`config.mk`:
```
export PLATFORM = sky130hd
export DESIGN_NAME = multdiv_param
export DESIGN_NICKNAME = d
export VERILOG_FILES = /design/src/rtl/multdiv_pkg.sv /design/src/rtl/multdiv_addsub.sv /design/src/rtl/multdiv_param.sv
export SDC_FILE = /design/constraint.sdc
export NUM_CORES = 1
export LEC_CHECK = 0
export CAP_MARGIN = 20
export CORE_MARGIN = 8
export CORE_UTILIZATION = 30
export DETAILED_ROUTE_END_ITERATION = 6
export DONT_BUFFER_PORTS = 1
export MAX_ROUTING_LAYER = met4
export PLACE_DENSITY = 0.55
export SLEW_MARGIN = 5
export SYNTH_ARGS = -nofsm -noshare
export SYNTH_HDL_FRONTEND = slang
export SYNTH_HIERARCHICAL = 1
export SYNTH_SLANG_ARGS = --single-unit
```
`constraint.sdc`:
```
create_clock -name clock -period 10.6 [get_ports clock]
set_input_delay 2.12 -clock clock [delete_from_list [all_inputs] [get_ports clock]]
set_output_delay 2.12 -clock clock [all_outputs]
set_load 0.1 [all_outputs]
```
`src/rtl/multdiv_pkg.sv`:
```
// Shared types and helpers for the iterative multiply/divide unit.
package multdiv_pkg;

    typedef enum logic [2:0] {
        IDLE = 3'd0,
        MUL  = 3'd1,
        DIV  = 3'd2,
        FIX  = 3'd3,
        DONE = 3'd4
    } md_state_t;

    typedef enum logic {
        OP_MUL = 1'b0,
        OP_DIV = 1'b1
    } md_op_t;

    // Start edge to end of the RDY cycle, counted in clock edges.
    function automatic int md_latency(input int width);
        return width + 2;
    endfunction

endpackage

```
`src/rtl/multdiv_addsub.sv`:
```
// WIDTH+1-bit adder/subtractor with carry-out, shared by the multiply
// accumulate and divide step paths.
module multdiv_addsub #(
    parameter int WIDTH = 32
) (
    input  logic [WIDTH:0] op_a,
    input  logic [WIDTH:0] op_b,
    input  logic           sub,
    output logic [WIDTH:0] sum,
    output logic           cout
);

    logic [WIDTH:0] op_b_eff;

    assign op_b_eff    = sub ? ~op_b : op_b;
    assign {cout, sum} = {1'b0, op_a} + {1'b0, op_b_eff} + {{(WIDTH + 1){1'b0}}, sub};

endmodule

```
`src/rtl/multdiv_param.sv`:
```
// Parametrised iterative multiply/divide: shift-add multiply, non-restoring
// divide, one bit per cycle, with signed mode, high word and overflow flag.
module multdiv_param
    import multdiv_pkg::*;
#(
    parameter int WIDTH = 32
) (
    input  logic             clock,
    input  logic             reset_n,
    input  logic [WIDTH-1:0] data_operandA,
    input  logic [WIDTH-1:0] data_operandB,
    input  logic             ctrl_MULT,
    input  logic             ctrl_DIV,
    input  logic             ctrl_SIGNED,
    output logic [WIDTH-1:0] data_result,
    output logic [WIDTH-1:0] data_resultHI,
    output logic             data_exception,
    output logic             data_resultRDY,
    output logic [2:0]       dbg_state
);

    localparam int CW = $clog2(WIDTH);
    localparam logic [WIDTH-1:0] MIN_VAL = {1'b1, {(WIDTH - 1){1'b0}}};

    md_state_t        state_q, state_d;
    md_op_t           op_q, op_d;
    logic [CW-1:0]    cnt_q, cnt_d;
    logic [WIDTH-1:0] dvs_q, dvs_d;    // multiplicand or divisor magnitude
    logic [WIDTH-1:0] wrk_q, wrk_d;    // multiplier / product low, or dividend / quotient
    logic [WIDTH:0]   acc_q, acc_d;    // product high, or signed partial remainder
    logic             neg_lo_q, neg_lo_d, neg_hi_q, neg_hi_d;
    logic             sgn_q, sgn_d, div0_q, div0_d, ovf_q, ovf_d;
    logic [WIDTH-1:0] res_q, res_d, hi_q, hi_d;
    logic             exc_q, exc_d, rdy_q, rdy_d;

    logic             start, a_neg, b_neg;
    logic [WIDTH-1:0] a_mag, b_mag, rem_mag, quo_s, rem_s;
    logic [2*WIDTH-1:0] prod_mag, prod_s;
    logic [WIDTH:0]   as_a, as_b, as_sum;
    logic             as_sub, as_cout;

    multdiv_addsub #(.WIDTH(WIDTH)) u_addsub (
        .op_a (as_a),
        .op_b (as_b),
        .sub  (as_sub),
        .sum  (as_sum),
        .cout (as_cout)
    );

    always_comb begin
        start = ctrl_MULT | ctrl_DIV;
        a_neg = ctrl_SIGNED & data_operandA[WIDTH-1];
        b_neg = ctrl_SIGNED & data_operandB[WIDTH-1];
        a_mag = a_neg ? -data_operandA : data_operandA;
        b_mag = b_neg ? -data_operandB : data_operandB;

        // In FIX the adder restores a negative remainder by adding the divisor back.
        as_a   = acc_q;
        as_b   = {1'b0, dvs_q};
        as_sub = 1'b0;
        if (state_q == MUL) begin
            as_b = wrk_q[0] ? {1'b0, dvs_q} : '0;
        end else if (state_q == DIV) begin
            as_a   = {acc_q[WIDTH-1:0], wrk_q[WIDTH-1]};
            as_sub = ~acc_q[WIDTH];
        end

        prod_mag = {acc_q[WIDTH-1:0], wrk_q};
        prod_s   = neg_lo_q ? -prod_mag : prod_mag;
        rem_mag  = acc_q[WIDTH] ? as_sum[WIDTH-1:0] : acc_q[WIDTH-1:0];
        quo_s    = neg_lo_q ? -wrk_q : wrk_q;
        rem_s    = neg_hi_q ? -rem_mag : rem_mag;

        state_d  = state_q;
        op_d     = op_q;
        cnt_d    = cnt_q;
        dvs_d    = dvs_q;
        wrk_d    = wrk_q;
        acc_d    = acc_q;
        neg_lo_d = neg_lo_q;
        neg_hi_d = neg_hi_q;
        sgn_d    = sgn_q;
        div0_d   = div0_q;
        ovf_d    = ovf_q;
        res_d    = res_q;
        hi_d     = hi_q;
        exc_d    = exc_q;
        rdy_d    = 1'b0;

        case (state_q)
            MUL: begin
                acc_d = {as_cout, as_sum[WIDTH:1]};
                wrk_d = {as_sum[0], wrk_q[WIDTH-1:1]};
                cnt_d = cnt_q + CW'(1);
                if (cnt_q == CW'(WIDTH - 1)) state_d = FIX;
            end
            DIV: begin
                acc_d = as_sum;
                wrk_d = {wrk_q[WIDTH-2:0], ~as_sum[WIDTH]};
                cnt_d = cnt_q + CW'(1);
                if (cnt_q == CW'(WIDTH - 1)) state_d = FIX;
            end
            FIX: begin
                state_d = DONE;
                rdy_d   = 1'b1;
                if (op_q == OP_MUL) begin
                    res_d = prod_s[WIDTH-1:0];
                    hi_d  = prod_s[2*WIDTH-1:WIDTH];
                    exc_d = sgn_q ? (prod_s[2*WIDTH-1:WIDTH] != {WIDTH{prod_s[WIDTH-1]}})
                                  : (prod_s[2*WIDTH-1:WIDTH] != '0);
                end else if (div0_q) begin
                    res_d = '0;
                    hi_d  = '0;
                    exc_d = 1'b1;
                end else begin
                    res_d = quo_s;
                    hi_d  = rem_s;
                    exc_d = ovf_q;
                end
            end
            DONE:    state_d = IDLE;
            default: ;
        endcase

        // A start edge in any state aborts whatever is in flight.
        if (start) begin
            state_d  = ctrl_MULT ? MUL : DIV;
            op_d     = ctrl_MULT ? OP_MUL : OP_DIV;
            cnt_d    = '0;
            dvs_d    = ctrl_MULT ? a_mag : b_mag;
            wrk_d    = ctrl_MULT ? b_mag : a_mag;
            acc_d    = '0;
            neg_lo_d = a_neg ^ b_neg;
            neg_hi_d = ctrl_MULT ? (a_neg ^ b_neg) : a_neg;
            sgn_d    = ctrl_SIGNED;
            div0_d   = (data_operandB == '0);
            ovf_d    = ctrl_SIGNED && (data_operandA == MIN_VAL) && (data_operandB == '1);
            res_d    = res_q;
            hi_d     = hi_q;
            exc_d    = exc_q;
            rdy_d    = 1'b0;
        end
    end

    always_ff @(posedge clock or negedge reset_n) begin
        if (!reset_n) begin
            state_q  <= IDLE;
            op_q     <= OP_MUL;
            cnt_q    <= '0;
            dvs_q    <= '0;
            wrk_q    <= '0;
            acc_q    <= '0;
            neg_lo_q <= 1'b0;
            neg_hi_q <= 1'b0;
            sgn_q    <= 1'b0;
            div0_q   <= 1'b0;
            ovf_q    <= 1'b0;
            res_q    <= '0;
            hi_q     <= '0;
            exc_q    <= 1'b0;
            rdy_q    <= 1'b0;
        end else begin
            state_q  <= state_d;
            op_q     <= op_d;
            cnt_q    <= cnt_d;
            dvs_q    <= dvs_d;
            wrk_q    <= wrk_d;
            acc_q    <= acc_d;
            neg_lo_q <= neg_lo_d;
            neg_hi_q <= neg_hi_d;
            sgn_q    <= sgn_d;
            div0_q   <= div0_d;
            ovf_q    <= ovf_d;
            res_q    <= res_d;
            hi_q     <= hi_d;
            exc_q    <= exc_d;
            rdy_q    <= rdy_d;
        end
    end

    assign data_result    = res_q;
    assign data_resultHI  = hi_q;
    assign data_exception = exc_q;
    assign data_resultRDY = rdy_q;
    assign dbg_state      = state_q;

endmodule

```
**Word level (Yosys, flattened, before mapping)**

Index checks and enable logic that the tools add are counted.

- Word-level logic and storage cells: 86
- Input port bits: 69
- Flip-flop bits (word level): 177

- Multiplexer cells: 36
- Bitwise logic cells: 8
- $add $sub $neg: 8
- Equality and inequality tests: 9
- Reduce and logical (&&, ||, !) cells: 10

Operators with widths:

| kind | count |
|---|---|
| $mux 32 | 14 |
| $mux 33 | 4 |
| $neg 32->32 | 4 |
| $pmux 33 s2 | 1 |
| $eq 32x32->1 const B | 2 |
| $mux 64 | 1 |
| $neg 64->64 | 1 |
| $pmux 32 s2 | 1 |
| $add 33x33->34 | 1 |
| $add 34x1->34 | 1 |
| $not 32->33 | 1 |
| $logic_not 32->1 | 1 |
| $ne 32x32->1 | 1 |
| $reduce_bool 32->1 | 1 |
| $mux 5 | 2 |
| $mux 1 | 9 |
| $pmux 3 s3 | 1 |
| $eq 3x2->1 const B | 2 |
| $mux 3 | 2 |
| $add 5x1->5 const B | 1 |
| $eq 5x5->1 const B | 1 |
| $reduce_and 2->1 | 2 |
| $reduce_bool 4->1 | 1 |
| $eq 3x1->1 const B | 1 |
| 11 further kinds | 15 |

**Longest topological paths before layout**

- Depth in word-level cells: 11
- Gate-level depth with buffers: 26
- Mapped depth without buffers: 22

**By module**

Netlist, hierarchy kept.

By module, submodules not included:

| module | area an instance (um^2) | instances | seq. area each (um^2) | cells an instance |
|---|---|---|---|---|
| multdiv_param | 13745.7 | 1 | 4429.2 | 1685 |
| multdiv_addsub | 1991.9 | 1 | 0.0 | 271 |

**Worst setup path before layout**

OpenSTA, ideal clock, no wires.

- Path kind: flip-flop to flip-flop
- From: register state_q[1], in the netlist dbg_state[1]
- To: register hi_q[31], in the netlist data_resultHI[31]
- Buffers on the path: 6
- Stages on the path, launching flop included: 27
- Data required time: 10473 ps
- Period minus slack after synthesis: 7002 ps
- Arrival: 6875 ps
- Slack: 3598 ps
- Library setup time: 127 ps
- Cells stage by stage: dfrtp_1 nor2b_1 nor2b_1 clkbuf_1 buf_1 clkbuf_1 nor2b_1 buf_6 clkbuf_1 xor2_1 ha_1 clkbuf_1 nand4_1 a211o_1 o21ai_0 a211oi_1 o21ai_1 a21boi_1 xnor2_1 nor3b_1 o221a_2 nand3_1 or3_1 o31ai_1 xor2_1 a221oi_1 nor2_1

- Word-level cells in the longest chain between the ends: 11
- Elaborated cells on any way between the ends: 18

Ends and longest elaborated chain:

| element | RTL line | text |
|---|---|---|
| start: declaration | multdiv_param.sv:25 | `md_state_t state_q, state_d;` |
| start signal: assignment | multdiv_param.sv:163 | `state_q <= state_d;` |
| $eq 3x2->1 | multdiv_param.sv:63 | `end else if (state_q == DIV) begin` |
| $mux 1 | multdiv_param.sv:63 |  |
| $mux 1 * | multdiv_param.sv:61 | `if (state_q == MUL) begin` |
| net as_sub | multdiv_param.sv:40 | `logic as_sub, as_cout;` |
| $mux 33 | multdiv_addsub.sv:15 | `assign op_b_eff = sub ? ~op_b : op_b;` |
| $add 33x33->34 | multdiv_addsub.sv:16 | `assign {cout, sum} = {1'b0, op_a} + {1'b0, op_b_eff} + {{(WIDTH + 1){1'b0}}, sub};` |
| $add 34x1->34 * | multdiv_addsub.sv:16 |  |
| net as_sum[15] | multdiv_param.sv:39 | `logic [WIDTH:0] as_a, as_b, as_sum;` |
| $mux 32 * | multdiv_param.sv:70 | `rem_mag = acc_q[WIDTH] ? as_sum[WIDTH-1:0] : acc_q[WIDTH-1:0];` |
| $neg 32->32 * | multdiv_param.sv:72 | `rem_s = neg_hi_q ? -rem_mag : rem_mag;` |
| $mux 32 * | multdiv_param.sv:72 |  |
| $mux 32 * | multdiv_param.sv:111 | `end else if (div0_q) begin` |
| $mux 32 * | multdiv_param.sv:106 | `if (op_q == OP_MUL) begin` |
| end signal: assignment | multdiv_param.sv:175 | `hi_q <= hi_d;` |
| end: declaration | multdiv_param.sv:33 | `logic [WIDTH-1:0] res_q, res_d, hi_q, hi_d;` |

The timed path passes the listed nets; every way through them passes the cells marked *.
A chain may end at the register's enable or synchronous reset.

**Worst setup path in the final report**

- From: register state_q[1], in the netlist dbg_state[1]
- To: register hi_q[31], in the netlist data_resultHI[31]

- Elaborated cells on any way between the ends: 18

RTL lines:

| element | RTL line |
|---|---|
| $eq 3x2->1 | multdiv_param.sv:63 |
| $mux 33 | multdiv_param.sv:63 |
| $mux 33 * | multdiv_param.sv:61 |
| net as_a[9] | multdiv_param.sv:39 |
| $add 33x33->34 * | multdiv_addsub.sv:16 |
| $add 34x1->34 * | multdiv_addsub.sv:16 |
| net as_sum[15] | multdiv_param.sv:39 |
| $mux 32 * | multdiv_param.sv:70 |
| $neg 32->32 * | multdiv_param.sv:72 |
| $mux 32 * | multdiv_param.sv:72 |
| $mux 32 * | multdiv_param.sv:111 |
| $mux 32 * | multdiv_param.sv:106 |

Marks and branches as above.

==> impl_results.md <==
* Fin. Hold Viols at 0
* GRT Util Overall at 19.87%
* Io pins at 138
* Ant. Diodes at 0
* Critical path's slowest cell: dfrtp_1
* Tcrit/Tclk final at 69.62%
* EDFF count, synth at 0
* Yosys top cell area share at 28.14%
* Hold buffers post-CTS at 0
* Yosys warning count at 6
* Wire length on met3 at 4417 um
* Post-synthesis register bit count at 177
* Syn_nets at 2065
* DP Cell Count at 2494
* Outcome: finished clean
* # clock sinks at 177
* DP HPWL at 45510 um
* Vias per std cell at 5.757
* GRT overflow at 0
* Max_cap viols at 0
* Startpoint types: register
* Die width at 245.0 um
* Die Y at 245.0 um
* Num CTS Buffers at 17
* Cell taking the most area after synthesis: dfrtp_1
* Global-route wire length before repair at 88920 um
* Initial Utilization at 30.13%
* CP Max Fanout at 60
* Crit path required time at 10960 ps
* Area Overhead vs Synth at 6.424%
* Pre-CTS WS at 3168 ps
* WS Path Type: reg -> reg
* Top-count cell post-synth: dfrtp_1
* Post-route ant nets at 0
* Metal1 wirelength at 25610 um
* Vias in the first global route at 13530
* Slowest stage delay, CP at 1060 ps
* Register area share after synthesis at 28.14%
* Fmax at 135.5 MHz
* First-pass DRT Iterations at 6
* Min Tclk post-route at 7380 ps
* Slew at the pin closest to its max-slew limit at 1125 ps
* Fin nets at 1937
* Synth top area cells: dfrtp_1 (28%), xor2_1 (7.3%), mux2i_1 (6.1%)
* Synth Flop Type: dfrtp_1
* Htree depth at 4
* Asr flop ratio synth at 100.0%
* Die Area at 60040 um^2
* 1st-iter DRT viols at 1334
* Gpl congestion at 0.9630
* Post-CTS setup buffers at 0
* Layout cells sized above 1 at 6.247%
* Rel. slew slack at 25.01%
* Cell Area, Synth at 15740 um^2
* CP cell instances: nor2b_1 -> nor2b_4 -> buf_4 -> mux2_2 -> ha_1 -> nand4_1 -> a211o_1 -> o21ai_0 -> a211oi_1 -> o21ai_1 -> a21boi_1 -> xnor2_1 -> nor3b_1 -> o221a_2 -> nand3_1 -> or3_1 -> o31ai_1 -> xor2_1 -> a221oi_1 -> nor2_1
* LEAKAGE at 6.388 nW
* Cell Rows at 84
* Worst-Skew Late Latency at 490 ps
* Unrepaired setup endpoints after global routing: false
* Crit. End Element: register
* Finish-stage setup viols at 0
* Mean Syn Cell Area at 8.046 um^2
* Cells after Synth at 1956
* DRC Markers at 0
* Cell Pwr Density at 193.3 nW/um^2
* Core ar. at 52240 um^2
* Clk slew on worst S/H paths at 70 ps
* Sum Neg Setup Slack at 0 ps
* Initial antenna violation count at 3
* Layout Cells excl Fill at 2529
* Routed wire length at 59460 um
* Post-CTS Resized at 0
* CTS tree: done
* Max Used Layer: met4
* Min-delay worst type: reg -> reg
* CTS root buffer: clkbuf_16
* Final WS setup at 3220 ps
* Drt wl/cell at 23.51 um
* Synth cell count leaders: dfrtp_1 (177), nor2_1 (175), nand2_1 (173)
* Fin Hold WS at 533.4 ps
* Final Skew at 14.70 ps
* Cell variety after synth at 78
* Met2 WL post-DR at 27630 um
* Clock Path Buffers at 2
* Worst EP arrival at 7740 ps
* Pins Over Slew Limit at 0
* Post-Route Utilization at 32.06%
* DR vias at 14560
* Worst VDD drop at 0.0001286 V
* Port bufs at 0
* Largest net degree at the start of global routing at 178
[path summary, 6_finish.rpt]
path                         startpoint                end  slack (ps)  cells past startpoint
min reg2reg                    dvs_q[1]           dvs_q[1]         530                      2
max in group asynchronous       reset_n          acc_q[32]        8980                      0
max reg2reg                dbg_state[1]  data_resultHI[31]        3220                     20
min                            dvs_q[1]           dvs_q[1]         530                      2
min in group asynchronous       reset_n     data_resultRDY        1320                      0
max                        dbg_state[1]  data_resultHI[31]        3220                     20
[per-stage QoR]
stage	instance area (um^2)	power [mW]
after floorplan	15740	2.257
after global placement	16100	2.575
after detailed placement	16100	2.580
after CTS	16690	3.252
after global routing	16750	3.397
final	16750	3.238
[per-layer routing]
layer / up-vias / track usage (%)
li1: 6888 / -
met1: 7072 / 25.54
met2: 534 / 30.65
met3: 66 / 4.348
met4: 0 / 6.800
met5: - / -
[flip-flops by register name (all words and copies together), names as in the netlist, 3 cells and up]
name           cells
acc_q             33
data_resultHI     32
data_result       32
dvs_q             32
wrk_q             32
cnt_q              5
dbg_state          3
[cell usage in the layout (no fill, tap or decap), types with 17 or more instances in the layout]
cell type / Yosys / layout
nor3_1: 50 / 49
o21a_1: 22 / 22
nor2_1: 175 / 175
o31ai_1: 39 / 39
or4_1: 21 / 21
nor4_1: 35 / 35
a21o_1: 20 / 20
xnor2_1: 79 / 79
clkbuf_16: 0 / 17
a21oi_1: 110 / 110
nor2b_1: 51 / 48
mux2i_1: 96 / 96
ha_1: 39 / 39
inv_1: 27 / 26
nand2_1: 173 / 173
mux2_2: 30 / 30
xor2_1: 132 / 132
buf_4: 2 / 20
dfrtp_1: 177 / 175
o221ai_1: 22 / 22
o41ai_1: 19 / 19
a211oi_1: 99 / 99
nand3_1: 24 / 23
o21ai_0: 153 / 153
nand4_1: 24 / 24
[critical path: cells and delay by family (launching register included)]
family                     cells  cell delay [ps]
AOI/OAI and AO/OA              8             2120
and+or+nand+nor                7             2100
DFF                            1             1060
buffers and inverters          1              780
muxes                          1              410
adders and majority gates      1              400
xor gates and xnor gates       2              310
[logic make-up (layout without fill, tap and decap cells)]
logic type | Yosys count | count (layout) | share of synthesized area (%)
xor gates and xnor gates | 211 | 211 | 11.74
muxes | 127 | 127 | 8.348
buffers and inverters | 198 | 83 | 5.033
other | 1 | 1 | 0.02383
and+or+nand+nor | 640 | 640 | 20.07
DFF | 177 | 177 | 28.14
AOI/OAI and AO/OA | 562 | 562 | 23.41
adders and majority gates | 40 | 40 | 3.228
[power by group]
group	switching (mW)	total [mW]	internal, mW
sequential	0.784	1.57	0.784
combinational	0.626	1.00	0.379
clock	0.306	0.665	0.359
[cell type report]
cell class | instances | area, um^2
Clock buffer | 24 | 501.7
Clock inverter | 8 | 90.09
Fill cell | 5534 | 35490
Inverter | 28 | 105.1
Multi-Input combinational cell | 1581 | 10550
Sequential cell | 177 | 4432
Tap cell | 688 | 860.8
Timing Repair Buffer | 23 | 210.2
Note: power is estimated with default switching activity, not from simulation.
==> patch: new RTL, same flow settings <==
`WIDTH` is set to 32 in 2 places; all go to 16.
--- a/src/rtl/multdiv_addsub.sv
+++ b/src/rtl/multdiv_addsub.sv
@@ -2,5 +2,5 @@
 // accumulate and divide step paths.
 module multdiv_addsub #(
-    parameter int WIDTH = 32
+    parameter int WIDTH = 16
 ) (
     input  logic [WIDTH:0] op_a,
--- a/src/rtl/multdiv_param.sv
+++ b/src/rtl/multdiv_param.sv
@@ -4,5 +4,5 @@
     import multdiv_pkg::*;
 #(
-    parameter int WIDTH = 32
+    parameter int WIDTH = 16
 ) (
     input  logic             clock,
Ports: changed (resized data_operandA, data_operandB, data_result and data_resultHI); port bits go from 138 to 74. No check against the original RTL was run, so the function may have changed too.
==> patch against the unedited design <==
Synthesized area decreased by 48%; wire length decreased by 59%; final area decreased by 48%; clock power decreased by 51%; sequential cell count decreased by 81; largest power group unchanged; count of clock-buffer cells in the layout decreased by 15; highest routed layer unchanged; setup slack improved by 1300 ps; via count decreased by 51%; total power decreased by 50%.
==> patch: results (changes against the unedited design) <==
| Metric | Value |
|---|---|
| Non-CTS buffers | 11 (was 23) |
| Clk pwr | 326 uW (was 665 uW) |
| Wirelength per Cell | 19.4 um (was 23.5 um) |
| Via count | 7129 (was 14600) |
| Routability cong. | 0.911 (was 0.963) |
| Initial antenna violation count | 0 (was 3) |
| Post-Route Skew | 7.38 ps (was 14.7 ps) |
| Largest cells by area after synthesis | dfrtp_1 29%, xor2_1 6.7%, mux2i_1 6.6% (was dfrtp_1 28%, xor2_1 7.3%, mux2i_1 6.1%) |
| First-pass GRT wire length | 39.6 mm (was 88.9 mm) |
| Fillcell total | 2844 (was 5534) |
| Syn avg cell area | 8.38 um^2 (was 8.05 um^2) |
| Critical path data arrival time | 6400 ps (was 7740 ps) |
| Vias in the first global route | 6767 (was 13500) |
| CP max FO | 51 (was 60) |
| DRT iter0 DRCs | 564 (was 1334) |
| Multi-In Gates | 781 (was 1581) |
| Clk Latency, worst-skew pair | 360 ps (was 490 ps) |
| Fraction of area in multi-input gates | 62.0% (was 63.0%) |
| Htree depth | 3 (was 4) |
| Reg area | 2400 um^2 (was 4430 um^2) |
| HP Start | ovf_q (was dvs_q[1]) |
| Synth Net Count | 1036 (was 2065) |
| Logic pwr share | 29.2% (was 31.0%) |
| Peak supply drop | 86.5 uV (was 129 uV) |
| GR Util met3 | 2.63% (was 4.35%) |
| Met2 routed WL | 10.6 mm (was 27.6 mm) |
| Sequential area share after synthesis | 29.4% (was 28.1%) |
| Placed insts | 1250 (was 2494) |
| Outcome | finished, final reports clean (unchanged) |
| Critical R2R Capture | data_resultHI[13] (was data_resultHI[31]) |
| Post-synthesis adder-cell area fraction | 3.61% (was 3.23%) |
| DR WL met3 | 1.73 mm (was 4.42 mm) |
| GRT Util Overall | 15.2% (was 19.9%) |
| Grt met2 use | 22.1% (was 30.6%) |
| Seq_cells | 96 (was 177) |
| Clk_buf instances | 9 (was 24) |
| WL met1 | 12.0 mm (was 25.6 mm) |
| Top post-synthesis cells by count | 96 x dfrtp_1, 95 x nand2_1, 78 x o21ai_0 (was 177 x dfrtp_1, 175 x nor2_1, 173 x nand2_1) |
| Signal buf overhead | 1.15% (was 1.26%) |
| Final wirelength | 24.6 mm (was 59.5 mm) |
| Synth Area in Compound Gates | 22.7% (was 23.4%) |
| Worst reg2reg path depth | 18 (was 20) |
| Final nets | 982 (was 1937) |
| Max_slew headroom | 28.4% (was 25.0%) |
| Static Leakage | 0.00346 uW (was 0.00639 uW) |
-- patch: changes by cell type after synthesis, sizes merged, moves of 69 or more --
cell	delta
nor2	-100
xor2	-69
clkbuf	-73
dfrtp	-81
a211oi	-75
o21ai	-71
nand2	-77
-- patch: stage by stage --
stage / utilization [%] / hold slack (ps) / cell area (um^2)
after floorplan: - / 445 / 8180
after global placement: 31.1 / 500 / 8370
after detailed placement: 31.1 / 496 / 8370
after CTS: 32.2 / 514 / 8660
after global routing: 32.3 / 552 / 8690
final: 32.3 / 514 / 8690
-- patch: worst max-delay path by stage --
stage	slack, ps	from	end	cells after the start
3_5_place_dp	4470	dbg_state[1]	data_resultHI[13]	18
2_1_floorplan	4880	dbg_state[1]	data_resultHI[13]	19
5_1_grt	4090	dbg_state[1]	data_resultHI[13]	18
3_3_place_gp	4610	dbg_state[1]	data_resultHI[13]	18
4_1_cts	4450	dbg_state[1]	data_resultHI[13]	18
6_report	4480	dbg_state[1]	data_resultHI[13]	18
